[src/rtl/alu_issue.sv]
`default_nettype none
// ============================================================================
//  Module   : alu_issue
//  Purpose  : Command FIFO plus issue sequencer for an external combinational
//             ALU. Commands are queued, issued one at a time, the ALU result
//             is captured after one execute cycle and held until consumed.
//  Revision : 1.0  initial release
// ============================================================================
module alu_issue #(
  parameter int DEPTH = 4
) (
  input  logic                     clk,
  input  logic                     rst_n,
  input  logic                     in_valid,
  output logic                     in_ready,
  input  logic [3:0]               in_op,
  input  logic [31:0]              in_a,
  input  logic [31:0]              in_b,
  input  logic [3:0]               in_tag,
  output logic [3:0]               alu_op,
  output logic [31:0]              alu_a,
  output logic [31:0]              alu_b,
  input  logic [31:0]              alu_y,
  output logic                     out_valid,
  input  logic                     out_ready,
  output logic [31:0]              out_y,
  output logic [3:0]               out_tag,
  output logic                     out_err,
  output logic [$clog2(DEPTH):0]   pending
);

  localparam int            AW     = $clog2(DEPTH);
  localparam logic [AW:0]   C_FULL = (AW+1)'(DEPTH);

  localparam logic [1:0] S_IDLE = 2'd0;
  localparam logic [1:0] S_EXEC = 2'd1;
  localparam logic [1:0] S_HOLD = 2'd2;

  logic [1:0]    state_q, state_d;
  logic [AW-1:0] wptr_q, rptr_q;
  logic [AW:0]   cnt_q;

  logic [3:0]    mem_op_q  [DEPTH];
  logic [31:0]   mem_a_q   [DEPTH];
  logic [31:0]   mem_b_q   [DEPTH];
  logic [3:0]    mem_tag_q [DEPTH];

  logic [3:0]    alu_op_q;
  logic [31:0]   alu_a_q, alu_b_q;
  logic [3:0]    tag_q;
  logic [31:0]   out_y_q;
  logic [3:0]    out_tag_q;
  logic          out_err_q;

  logic          push, pop, div_zero;

  // Ready depends only on the registered occupancy, so no combinational path
  // from in_valid; reset clears the count so ready rises asynchronously.
  assign in_ready = (cnt_q != C_FULL);
  assign push     = in_valid && in_ready;
  assign div_zero = ((alu_op_q == 4'd3) || (alu_op_q == 4'd4) || (alu_op_q == 4'd5))
                    && (alu_b_q == 32'd0);

  // Issue sequencer: decides the next state and whether the head is popped.
  always_comb begin
    state_d = state_q;
    pop     = 1'b0;
    case (state_q)
      S_IDLE: begin
        if (cnt_q != '0) begin
          pop     = 1'b1;
          state_d = S_EXEC;
        end
      end
      S_EXEC: state_d = S_HOLD;
      S_HOLD: begin
        if (out_ready) begin
          if (cnt_q != '0) begin
            pop     = 1'b1;
            state_d = S_EXEC;
          end else begin
            state_d = S_IDLE;
          end
        end
      end
      default: state_d = S_IDLE;
    endcase
  end

  // FIFO storage carries no reset; validity is tracked by the pointers/count.
  always_ff @(posedge clk) begin
    if (push) begin
      mem_op_q[wptr_q]  <= in_op;
      mem_a_q[wptr_q]   <= in_a;
      mem_b_q[wptr_q]   <= in_b;
      mem_tag_q[wptr_q] <= in_tag;
    end
  end

  // State, pointers, occupancy, operand and result registers.
  always_ff @(posedge clk or negedge rst_n) begin
    if (!rst_n) begin
      state_q   <= S_IDLE;
      wptr_q    <= '0;
      rptr_q    <= '0;
      cnt_q     <= '0;
      alu_op_q  <= '0;
      alu_a_q   <= '0;
      alu_b_q   <= '0;
      tag_q     <= '0;
      out_y_q   <= '0;
      out_tag_q <= '0;
      out_err_q <= 1'b0;
    end else begin
      state_q <= state_d;
      if (push) wptr_q <= wptr_q + AW'(1);
      if (pop)  rptr_q <= rptr_q + AW'(1);
      case ({push, pop})
        2'b10:   cnt_q <= cnt_q + (AW+1)'(1);
        2'b01:   cnt_q <= cnt_q - (AW+1)'(1);
        default: cnt_q <= cnt_q;
      endcase
      // Operands change only when a command is popped.
      if (pop) begin
        alu_op_q <= mem_op_q[rptr_q];
        alu_a_q  <= mem_a_q[rptr_q];
        alu_b_q  <= mem_b_q[rptr_q];
        tag_q    <= mem_tag_q[rptr_q];
      end
      // Result captured at the end of the single execute cycle.
      if (state_q == S_EXEC) begin
        out_y_q   <= div_zero ? 32'd0 : alu_y;
        out_err_q <= div_zero;
        out_tag_q <= tag_q;
      end
    end
  end

  assign alu_op    = alu_op_q;
  assign alu_a     = alu_a_q;
  assign alu_b     = alu_b_q;
  assign out_valid = (state_q == S_HOLD);
  assign out_y     = out_y_q;
  assign out_tag   = out_tag_q;
  assign out_err   = out_err_q;
  assign pending   = cnt_q;

endmodule
`default_nettype wire

[config.mk]
export PLATFORM = sky130hd
export DESIGN_NAME = alu_issue
export DESIGN_NICKNAME = d
export VERILOG_FILES = /design/src/rtl/alu_issue.sv
export SDC_FILE = /design/constraint.sdc
export NUM_CORES = 1
export LEC_CHECK = 0
export CAP_MARGIN = 5
export CORE_MARGIN = 5
export CORE_UTILIZATION = 43
export CTS_CLUSTER_SIZE = 28
export DETAILED_ROUTE_END_ITERATION = 12
export MAX_ROUTING_LAYER = met4
export PLACE_DENSITY = 0.76
export SYNTH_ARGS = -nofsm -noshare
export SYNTH_HDL_FRONTEND = slang
export SYNTH_SLANG_ARGS = --single-unit
[constraint.sdc]
create_clock -name clk -period 8.5 [get_ports clk]
set_clock_uncertainty 0.1 [all_clocks]
set_input_delay 1.275 -clock clk [delete_from_list [all_inputs] [get_ports clk]]
set_output_delay 1.275 -clock clk [all_outputs]
set_load 0.01 [all_outputs]
# == Word level (Yosys, flattened, before mapping) ==
# Memories as Yosys holds them, arrays and structs flattened. A register that Yosys moved wholly into a read port is not among the register bits.
# Index checks and enable logic that the tools add are counted.
# word_totals
reg_bits,46
mem_bits_rw,288
in_bits,108
out_inout_bits,110
word_cells,49
n_memories,4
# classes
add_sub_neg,4
eq_ne,10
mux,11
reduce_logical,13
# memory_table
name,depth,word_bits,rd,rd_ports_with_merged_regs,wr,line,text
mem_a_q,4,32,1,1,1,44,logic [31:0] mem_a_q [DEPTH];
mem_b_q,4,32,1,1,1,45,logic [31:0] mem_b_q [DEPTH];
mem_op_q,4,4,1,1,1,43,logic [3:0] mem_op_q [DEPTH];
mem_tag_q,4,4,1,1,1,46,logic [3:0] mem_tag_q [DEPTH];
# ops
cell,n
$logic_not A32 Y1,1
$mux W32,1
$eq A4 B3 Y1 const B,2
$pmux W2 S3,1
$pmux W3 S2,1
$mux W1,5
$add A2 B1 Y2 const B,2
$eq A2 B1 Y1 const B,2
$eq A2 B2 Y1 const B,2
$eq A4 B2 Y1 const B,1
$logic_not A1 Y1,4
$mux W2,2
$add A3 B1 Y3 const B,1
$ne A3 B3 Y1 const B,1
$reduce_bool A3 Y1,1
$sub A3 B1 Y3 const B,1
$logic_and A1 B1 Y1,2
$logic_not A2 Y1,1
$logic_or A1 B1 Y1,2
$ne A2 B1 Y1 const B,1
$ne A2 B2 Y1 const B,1
$pmux W1 S2,1
$reduce_and A2 Y1,1
$reduce_bool A2 Y1,1

# == Logic depth before layout (Yosys ltp) ==
# depth
depth_word,6
mapped_depth,10
ltp_nobuf,9

# == Least setup slack after synthesis ==
# Ideal clock, no wire load.
# synth_path
path_kind,input port to flip-flop
start,in in_valid
end,mem mem_a_q[0][0] (enable)
setup_ns,0.439
arrival_time_ns,2.999
t_required_ns,7.961
slack_ns,4.962
cell_stages,1
path_buffers,0
path_cell_list,and3_1
# synth_via
elab_chain_len,3
# synth_lines
item,line,text
"start, declared",14,"input logic in_valid,"
$logic_and A1 B1 Y1,60,assign push = in_valid && in_ready;
$mux W1,92,if (push) begin
$mux W1 (not written as such),94,mem_a_q[wptr_q] <= in_a;
"end, declared",44,
# Every way passes these cells.

# == Final worst setup path ==
# layout_path
start,reg cnt_q[0] (netlist: pending[0])
end,out in_ready
# layout_via
elab_chain_len,1
# layout_lines
item,line,text
"start, declared",41,logic [AW:0] cnt_q;
"start signal, assigned",119,2'b10: cnt_q <= cnt_q + (AW+1)'(1);
"start signal, assigned",120,2'b01: cnt_q <= cnt_q - (AW+1)'(1);
"start signal, assigned",121,default: cnt_q <= cnt_q;
$ne A3 B3 Y1,59,assign in_ready = (cnt_q != C_FULL);
"end, declared",15,"output logic in_ready,"
# Every way passes these cells.

==> reports/metrics.csv <==
metric,value,unit
status,completed,
Switching Power,2.08,mW
vias in the first global route,8220,
CP max stage delay,0.53,ns
GR Util All Layers,0.167,
DRC,0,
cell count after synthesis,706,
IO buf count,217,
register share of total power,0.437,
Mapped Avg Cell Area,21.6,sq um
maximum fanout along the worst path,6,
area fraction of the dominant cell type after synthesis,0.566,
CP cell instances,or3b_1 > clkdlybuf4s50_1,
GRT Residual Overflow,0,
Max Slew Vio Count,0,
critical path data arrival time,2.00,ns
Gate power share,0.315,
worst setup path startpoint,pending[0]$_DFFE_PN0P_,
pwr/cell area,374,mW/mm^2
register area share after synthesis,0.760,
Initial DRT Pass Iterations,4,
HP Start,out_err$_DFFE_PN0N_,
die footprint,0.0394,sq mm
CTS tree,yes,
DP Wirelength,19700,um
via count,7567,
maximum clock insertion buffer count,3,
CTS Buf Count,42,
Power Internal,5.11,mW
CP Class,register to primary output,
DP Cell Count,1355,
Netlist cell types,32,
post_cts resized,0,
Slowest cell on crit path,clkdlybuf4s50_1,
initial antenna violation count,3,
Rel. slew slack,0.155,
final setup fails,0,
Post-CTS Setup Bufs,0,
Yosys top cell by area,edfxtp_1,
post-route non-filler standard cell count,1435,
core area,0.0353,sq mm
area occupied by multi-input gates,0.00340,sq mm
Top-Level Pins,218,
Area Overhead vs Synth,25.7,%
DRT iter0 DRCs,451,
Final Power,7.18,mW
Placer Congestion,0.743,
Clock Power Share,0.247,
CP startpoint kind,register,
Max H-tree Level,2,
vias per cell,5.27,
share of layout cells above drive strength 1,0.237,
Seq cells post-synth,406,
fin util,0.544,
WL per Instance,22.2,um
clock sink count,406,
final hold vios,0,
die width,198,um
"antenna viol nets, final",0,
Max Cap Viol,0,
hold buffers post-CTS,0,
Register Area,0.0116,sq mm
synth warn,0,
type of element capturing the critical path,primary output,
post-synth net total,820,
Final Cycle Share,0.397,
Worst EP required,7.12,ns
hold crit path type,register to register,
unrepaired setup endpoints after global routing,false,
"Largest delay share family, worst path",buffers and inverters,
Worst-Margin Slew,1.26,ns
Switching Fraction,0.289,
Fillers,2737,
Netlist Area Pre-Place,0.0153,sq mm
final WL,31900,um
Leakage,6.80,nW
largest cells by area after synthesis,"edfxtp_1 57%, dfrtp_1 19%, mux4_2 11%",
clock slew at reported path FFs,0.06,ns
layout net count,1052,
first-pass GRT wire length,48900,um
"Clk Latency, worst-skew pair",0.53,ns
Critical R2R Launch,rptr_q[0]$_DFFE_PN0P_,
Worst IR Drop VDD,0.000210,V
Final TNS setup,0,ns
crit path buf inv count,1,
die height,198,um
cell row count,69,
largest net degree at the start of global routing,74,
fin crit period,3.37,ns
Root Driver,clkbuf_16,
FMAX,296,MHz
initial core utilization,0.432,
-- registers in the layout, indices dropped and copies added (netlist names) --
register	cells
rptr_q	2
tag_q	4
state_q	2
mem_a_q	128
mem_b_q	128
wptr_q	2
out_tag	4
alu_op	4
pending	3
alu_a	32
mem_tag_q	16
mem_op_q	16
alu_b	32
out_err	1
out_y	32
-- power groups by stage --
stage	logic (mW)	registers, mW	clock network (mW)
after global routing	2.44	3.22	1.91
after CTS	2.32	3.16	1.82
after detailed placement	2.30	3.19	0
after global placement	2.27	3.17	0
after floorplan	1.39	3.11	0
final	2.27	3.14	1.78
-- Yosys cell counts --
master and number:
edfxtp_1 288, dfrtp_1 118, mux2_2 77, mux4_2 72
mux2i_1 33, a31oi_1 32, buf_6 15, clkbuf_1 10
buf_2 6, inv_1 6, nor4_1 6, ha_1 5
and3_1 4, buf_1 4, xor2_1 4, buf_4 3
nand2b_1 3, nor3_1 3, nor2b_1 2, nor4b_1 2
xnor2_1 2, a211oi_4 1, a32o_1 1, and2_1 1
and4_1 1, fa_1 1, nor2_1 1, o2111a_1 1
o21ai_0 1, or3_1 1, or3b_1 1, or4_4 1
-- worst paths after layout --
kind / end / slack [ns] / cells after the start
max: in_ready / 5.13 / 2
max in group asynchronous: rptr_q[1]$_DFFE_PN0P_ / 6.24 / 2
min reg2reg: out_err$_DFFE_PN0N_ / 0.40 / 1
min: out_err$_DFFE_PN0N_ / 0.40 / 1
max reg2reg: alu_b[24]$_DFFE_PN0P_ / 5.65 / 3
min in group asynchronous: out_y[22]$_DFFE_PN0N_ / 0.60 / 1
-- cell usage in the layout, fill, tap and decap left out, types with 2 or more instances in the layout --
cell	instances
edfxtp_1	288
clkdlybuf4s50_1	216
dfrtp_1	116
mux2_2	77
mux4_2	72
clkbuf_16	44
mux2i_1	33
a31oi_1	32
clkbuf_1	12
buf_4	9
clkinv_2	8
inv_1	6
nor4_1	6
ha_1	5
diode_2	4
and3_4	4
xor2_1	4
clkbuf_8	4
clkinv_1	3
nor2b_1	2
nor3_1	2
xnor2_1	2
nor4b_1	2
nand2b_1	2
inv_6	2
bufinv_16	2
dfrtp_4	2
-- per-stage QoR --
stage,cell area (sq um),worst slack (ns),hold slack [ns]
after detailed placement,17800,4.76,0.392
after global routing,19200,5.04,0.415
final,19200,5.13,0.402
after floorplan,15300,4.96,0.377
after CTS,19200,5.10,0.404
after global placement,17800,4.83,0.374
-- final cells by class --
| cell class | instances | share of cell area |
|---|---|---|
| Antenna cell | 4 | 0.000521 |
| Multi-Input combinational cell | 256 | 0.177 |
| Clock buffer | 60 | 0.0626 |
| Timing Repair Buffer | 226 | 0.117 |
| Inverter | 6 | 0.00117 |
| Tap cell | 461 | 0.0300 |
| Sequential cell | 406 | 0.605 |
| Clock inverter | 16 | 0.00730 |
-- metal layers --
layer	GRT usage	part of all wire
met5	-	0
met4	0.0322	0.015
met3	0.0403	0.074
met2	0.265	0.48
met1	0.226	0.43
-- worst reg2reg max path: stages, from the launching register on --
cell     delay [ns]
dfrtp_4        0.90
buf_4          0.81
mux4_2         0.63
mux2_2         0.28
-- cells by family (layout without fill, tap and decap cells) --
kind of cell               after synthesis  count (layout)  synth area share
and+or+nand+nor                         26              26            0.0112
DFF                                    406             406             0.760
muxes                                  182             182             0.185
AOI/OAI and AO/OA                       36              36            0.0161
xor gates and xnor gates                 6               6           0.00344
other                                    0               4                 0
buffers and inverters                   44             308            0.0194
adders and majority gates                6               6           0.00541
No activity file was read; power rests on OpenSTA's default activity.
==> variant 1 (same settings) <==
Set the parameter `DEPTH` to 2 (it was 4).
--- a/src/rtl/alu_issue.sv
+++ b/src/rtl/alu_issue.sv
@@ -8,5 +8,5 @@
 // ============================================================================
 module alu_issue #(
-  parameter int DEPTH = 4
+  parameter int DEPTH = 2
 ) (
   input  logic                     clk,
Ports: changed (resized pending); port bits go from 218 to 217. No check against the original RTL was run, so the function may have changed too.
==> variant 1 against the original RTL <==
- clock power decreased by 28%
- wire length decreased by 34%
- worst setup slack gained 0.20 ns
- final cell count decreased by 26%
- power decreased by 29%
- cell area down 31%
- sequential cell count fell by 147
- highest routed layer unchanged
- area after synthesis shrank 36%
- largest power group unchanged
- critical path type is now input port to register
==> variant 1: results <==
set metrics [dict create \
    min_period_ns 3.17 \
    drive_above_1_share 0.194 \
    postSynthAreaPerCell_sq_um 18.4 \
    dp.cells 1008 \
    holdPathEnd "tag_q[3]" \
    wl_met3_mm 1.68 \
    drt-vias-per-instance 5.14 \
    vias 5452 \
    detailed_place.area_sq_um 12200 \
    io_buffers 216 \
    crit_end "pending[1]" \
    max_stage_delay_ns 0.80 \
    timing.rr.start "alu_b[13]" \
    place_ws_ns 4.72 \
    outcome "finished clean" \
    grt_pass1_wl_mm 33.3 \
    pwr-share-seq 0.413 \
    reg.largest.list "mem_a_q (64), mem_b_q (64)" \
    drt_iter0_markers 197 \
    ys_top_cells_by_area "edfxtp_1 (44%), dfrtp_1 (29%), mux2_2 (10%), mux2_1 (6.7%), mux2i_1 (3.3%)" \
    gr-usage-met1 0.209 \
    yosysSeqAreaShare 0.735 \
    worstSetupStartpoint "out_ready" \
    nNetsFinal 862 \
    htreeDepth 1 \
    cts_made_buffers 28 \
    power_switching_share 0.292 \
    synthTopCellsByCount "edfxtp_1 (144), dfrtp_1 (115), mux2_2 (90)" \
    met1_length_mm 9.00 \
    num_antenna_cells 0 \
    reg2reg_slack_ns 5.90 \
    met3_usage 0.0500 \
    p_clk_mw 1.28 \
    grt.met2_usage 0.266 \
    synthArstFlopShare 0.444 \
    slowest_stage "buf_4" \
    wl_met2_mm 10.1 \
    hold_path.startpoint "tag_q[3]" \
    synth_edf_count 144 \
    place.gp.congestion 0.803 \
    clkPwrFrac 0.250 \
    tightest_slew_ns 1.23 \
    worstPathArrival_ns 3.53 \
]
-- variant 1: cell count changes in the layout (fill, tap and decap cells not counted), sizes merged, moves of 4 or more --
cell    unedited run  this run
clkbuf            60        42
buf               10         4
mux2              77       148
edfxtp           288       144
ha                 5         1
mux4              72         0
diode              4         0
clkinv            11         6
inv                9         2
-- variant 1: cell families (layout without fill, tap and decap cells) --
logic type | Yosys count | after routing | synth area share
AOI/OAI and AO/OA | 36 | 36 | 0.0251
xor gates and xnor gates | 5 | 5 | 0.00447
DFF | 259 | 259 | 0.735
and+or+nand+nor | 22 | 22 | 0.0143
adders and majority gates | 1 | 1 | 0.00128
buffers and inverters | 31 | 272 | 0.0176
muxes | 180 | 180 | 0.203
-- variant 1: layout make-up --
| cell class | count | area [sq um] |
|---|---|---|
| clock inverter | 10 | 134 |
| clock buffer | 42 | 886 |
| timing repair buffer | 219 | 2180 |
| tap | 285 | 357 |
| multi-input combinational | 244 | 2450 |
| sequential | 259 | 7210 |
| fill | 1695 | 9350 |
| inverter | 1 | 3.75 |
==> variant 2 (same flow settings) <==
Without the edit above. Register the output `out_err` once more, without a reset; this adds one clock of latency there. The other outputs are not delayed to match.
--- a/src/rtl/alu_issue.sv
+++ b/src/rtl/alu_issue.sv
@@ -143,5 +143,7 @@
   assign out_y     = out_y_q;
   assign out_tag   = out_tag_q;
-  assign out_err   = out_err_q;
+  always_ff @(posedge clk) begin
+    out_err <= out_err_q;
+  end
   assign pending   = cnt_q;
 
Formal check against the unedited RTL: not equivalent (Yosys sat finds a counterexample within 4 cycles, from zero or initial values and one cycle with rst_n low).
==> variant 2 against the original RTL <==
- via count fell by 0.20%
- synthesized cell count increased by 0.14%
- critical path type unchanged
- sequential cell count is 1 higher
- final cell count about the same
- highest routed layer unchanged
- cell area barely moved
- power about the same
- worst setup slack improved by 0.054 ns
- largest power group unchanged
- area after synthesis is 0.13% higher
- wire length is 1.5% higher
- first-iteration DRC count decreased by 6.4%
- utilization hardly changed
==> variant 2: results <==
set metrics [dict create \
    vias 7552 \
    yosysSeqAreaShare 0.760 \
    yosysWarnings 0 \
    cap_violations 0 \
    reg2reg_slack_ns 5.67 \
    tightest_slew_ns 1.24 \
    grt_pass1_wl_mm 49.2 \
    grt_max_degree 74 \
    holdPathEnd "out_err" \
    rr_worst_depth 3 \
    drive_above_1_share 0.233 \
    timing.hold.ws_ns 0.291 \
    place_hpwl_mm 20.2 \
    clk_pin_slew_worst_paths_ns 0.06 \
    fin_cells 1436 \
    clock_latency_ns 0.52 \
    crit_fanout 6 \
    grt_util_all_layers 0.169 \
    ys_top_cells_by_area "edfxtp_1 (57%), dfrtp_1 (19%), mux4_2 (11%), mux2_2 (5.7%), mux2i_1 (2.2%)" \
    reg.largest.list "mem_a_q (128), mem_b_q (128)" \
    worstPathArrival_ns 1.94 \
    max_stage_delay_ns 0.52 \
    synthXorXnorAreaFrac 0.00344 \
    power_leakage_nw 6.80 \
    grt_overflow_total 0 \
    synth_compound_gate_area_share 0.0161 \
    num-fill-cells 2740 \
    post_cts_buffers 0 \
    place.gp.congestion 0.749 \
    ys_types 33 \
    hold_path.startpoint "out_err_q" \
    cts.path.max_buffers 3 \
    timing.rr.start "rptr_q[0]" \
    detailed_place.area_sq_um 17900 \
    finalWirelength_mm 32.4 \
    grt_pass1_vias 8061 \
    outcome "finished clean" \
    muxShareOfSynthArea 0.184 \
    synthAdderAreaFrac 0.00540 \
    holdPathStages 0 \
    syn_inst 707 \
    critPathTopFamily "buffers and inverters" \
    nNetsFinal 1052 \
    htreeDepth 2 \
    drtPass1Iterations 5 \
    synthArstFlopShare 0.290 \
    r2r_end "alu_a[9]" \
    synth_most_common_cell "edfxtp_1" \
    synth_nets 821 \
    antenna_found_initial 3 \
    drt_iter0_markers 422 \
    ir_drop_uv 235 \
    p_int_mw 5.13 \
]
## variant 2: kinds of logic after synthesis
group / count (synthesis)
xor gates and xnor gates: 6
DFF: 407
muxes: 182
buffers and inverters: 44
AOI/OAI and AO/OA: 36
and+or+nand+nor: 26
adders and majority gates: 6
## variant 2: layer usage
layer  part of all wire  GRT usage  vias to the layer above
met5                  0          -                        -
met4              0.012     0.0332                        0
met3              0.067     0.0376                       35
met2               0.51      0.282                      253
met1               0.41      0.216                     3931
li1                   -          -                     3333
## variant 2: worst reg2reg max path, delay by kind of cell (launching register included)
family / cells / cell delay, ns
buffers and inverters: 1 / 0.88
DFF: 1 / 0.73
muxes: 2 / 1.01
## variant 2: how the worst max path moves through the flow
| stage | start | endpoint | slack (ns) | cells after the start |
|---|---|---|---|---|
| 2_1_floorplan | in_valid | mem_a_q[0][0] | 4.96 | 1 |
| 3_3_place_gp | out_ready | alu_a[4] | 4.87 | 6 |
| 3_5_place_dp | out_ready | alu_a[20] | 4.82 | 6 |
| 4_1_cts | pending[0] | in_ready | 5.14 | 2 |
| 5_1_grt | pending[0] | in_ready | 5.08 | 2 |
| 6_report | pending[0] | in_ready | 5.18 | 2 |
## variant 2: per-stage QoR
stage,util,worst slack (ns)
after floorplan,-,4.96
after global placement,0.506,4.87
after detailed placement,0.506,4.82
after CTS,0.544,5.14
after global routing,0.544,5.08
final,0.544,5.18
## variant 2: cell type report
class	count	area share
Multi-Input combinational cell	256	0.177
Antenna cell	4	0.000521
Sequential cell	407	0.605
Timing Repair Buffer	225	0.116
Clock buffer	66	0.0658
Inverter	6	0.00117
Tap cell	461	0.0300
Clock inverter	11	0.00391
## variant 2: power by group through the flow
stage | Combinational [mW] | Clock [mW] | Sequential [mW]
final | 2.30 | 1.75 | 3.13
after CTS | 2.36 | 1.80 | 3.15
after global placement | 2.29 | 0 | 3.15
after global routing | 2.47 | 1.89 | 3.21
after detailed placement | 2.35 | 0 | 3.18
after floorplan | 1.39 | 0 | 3.12
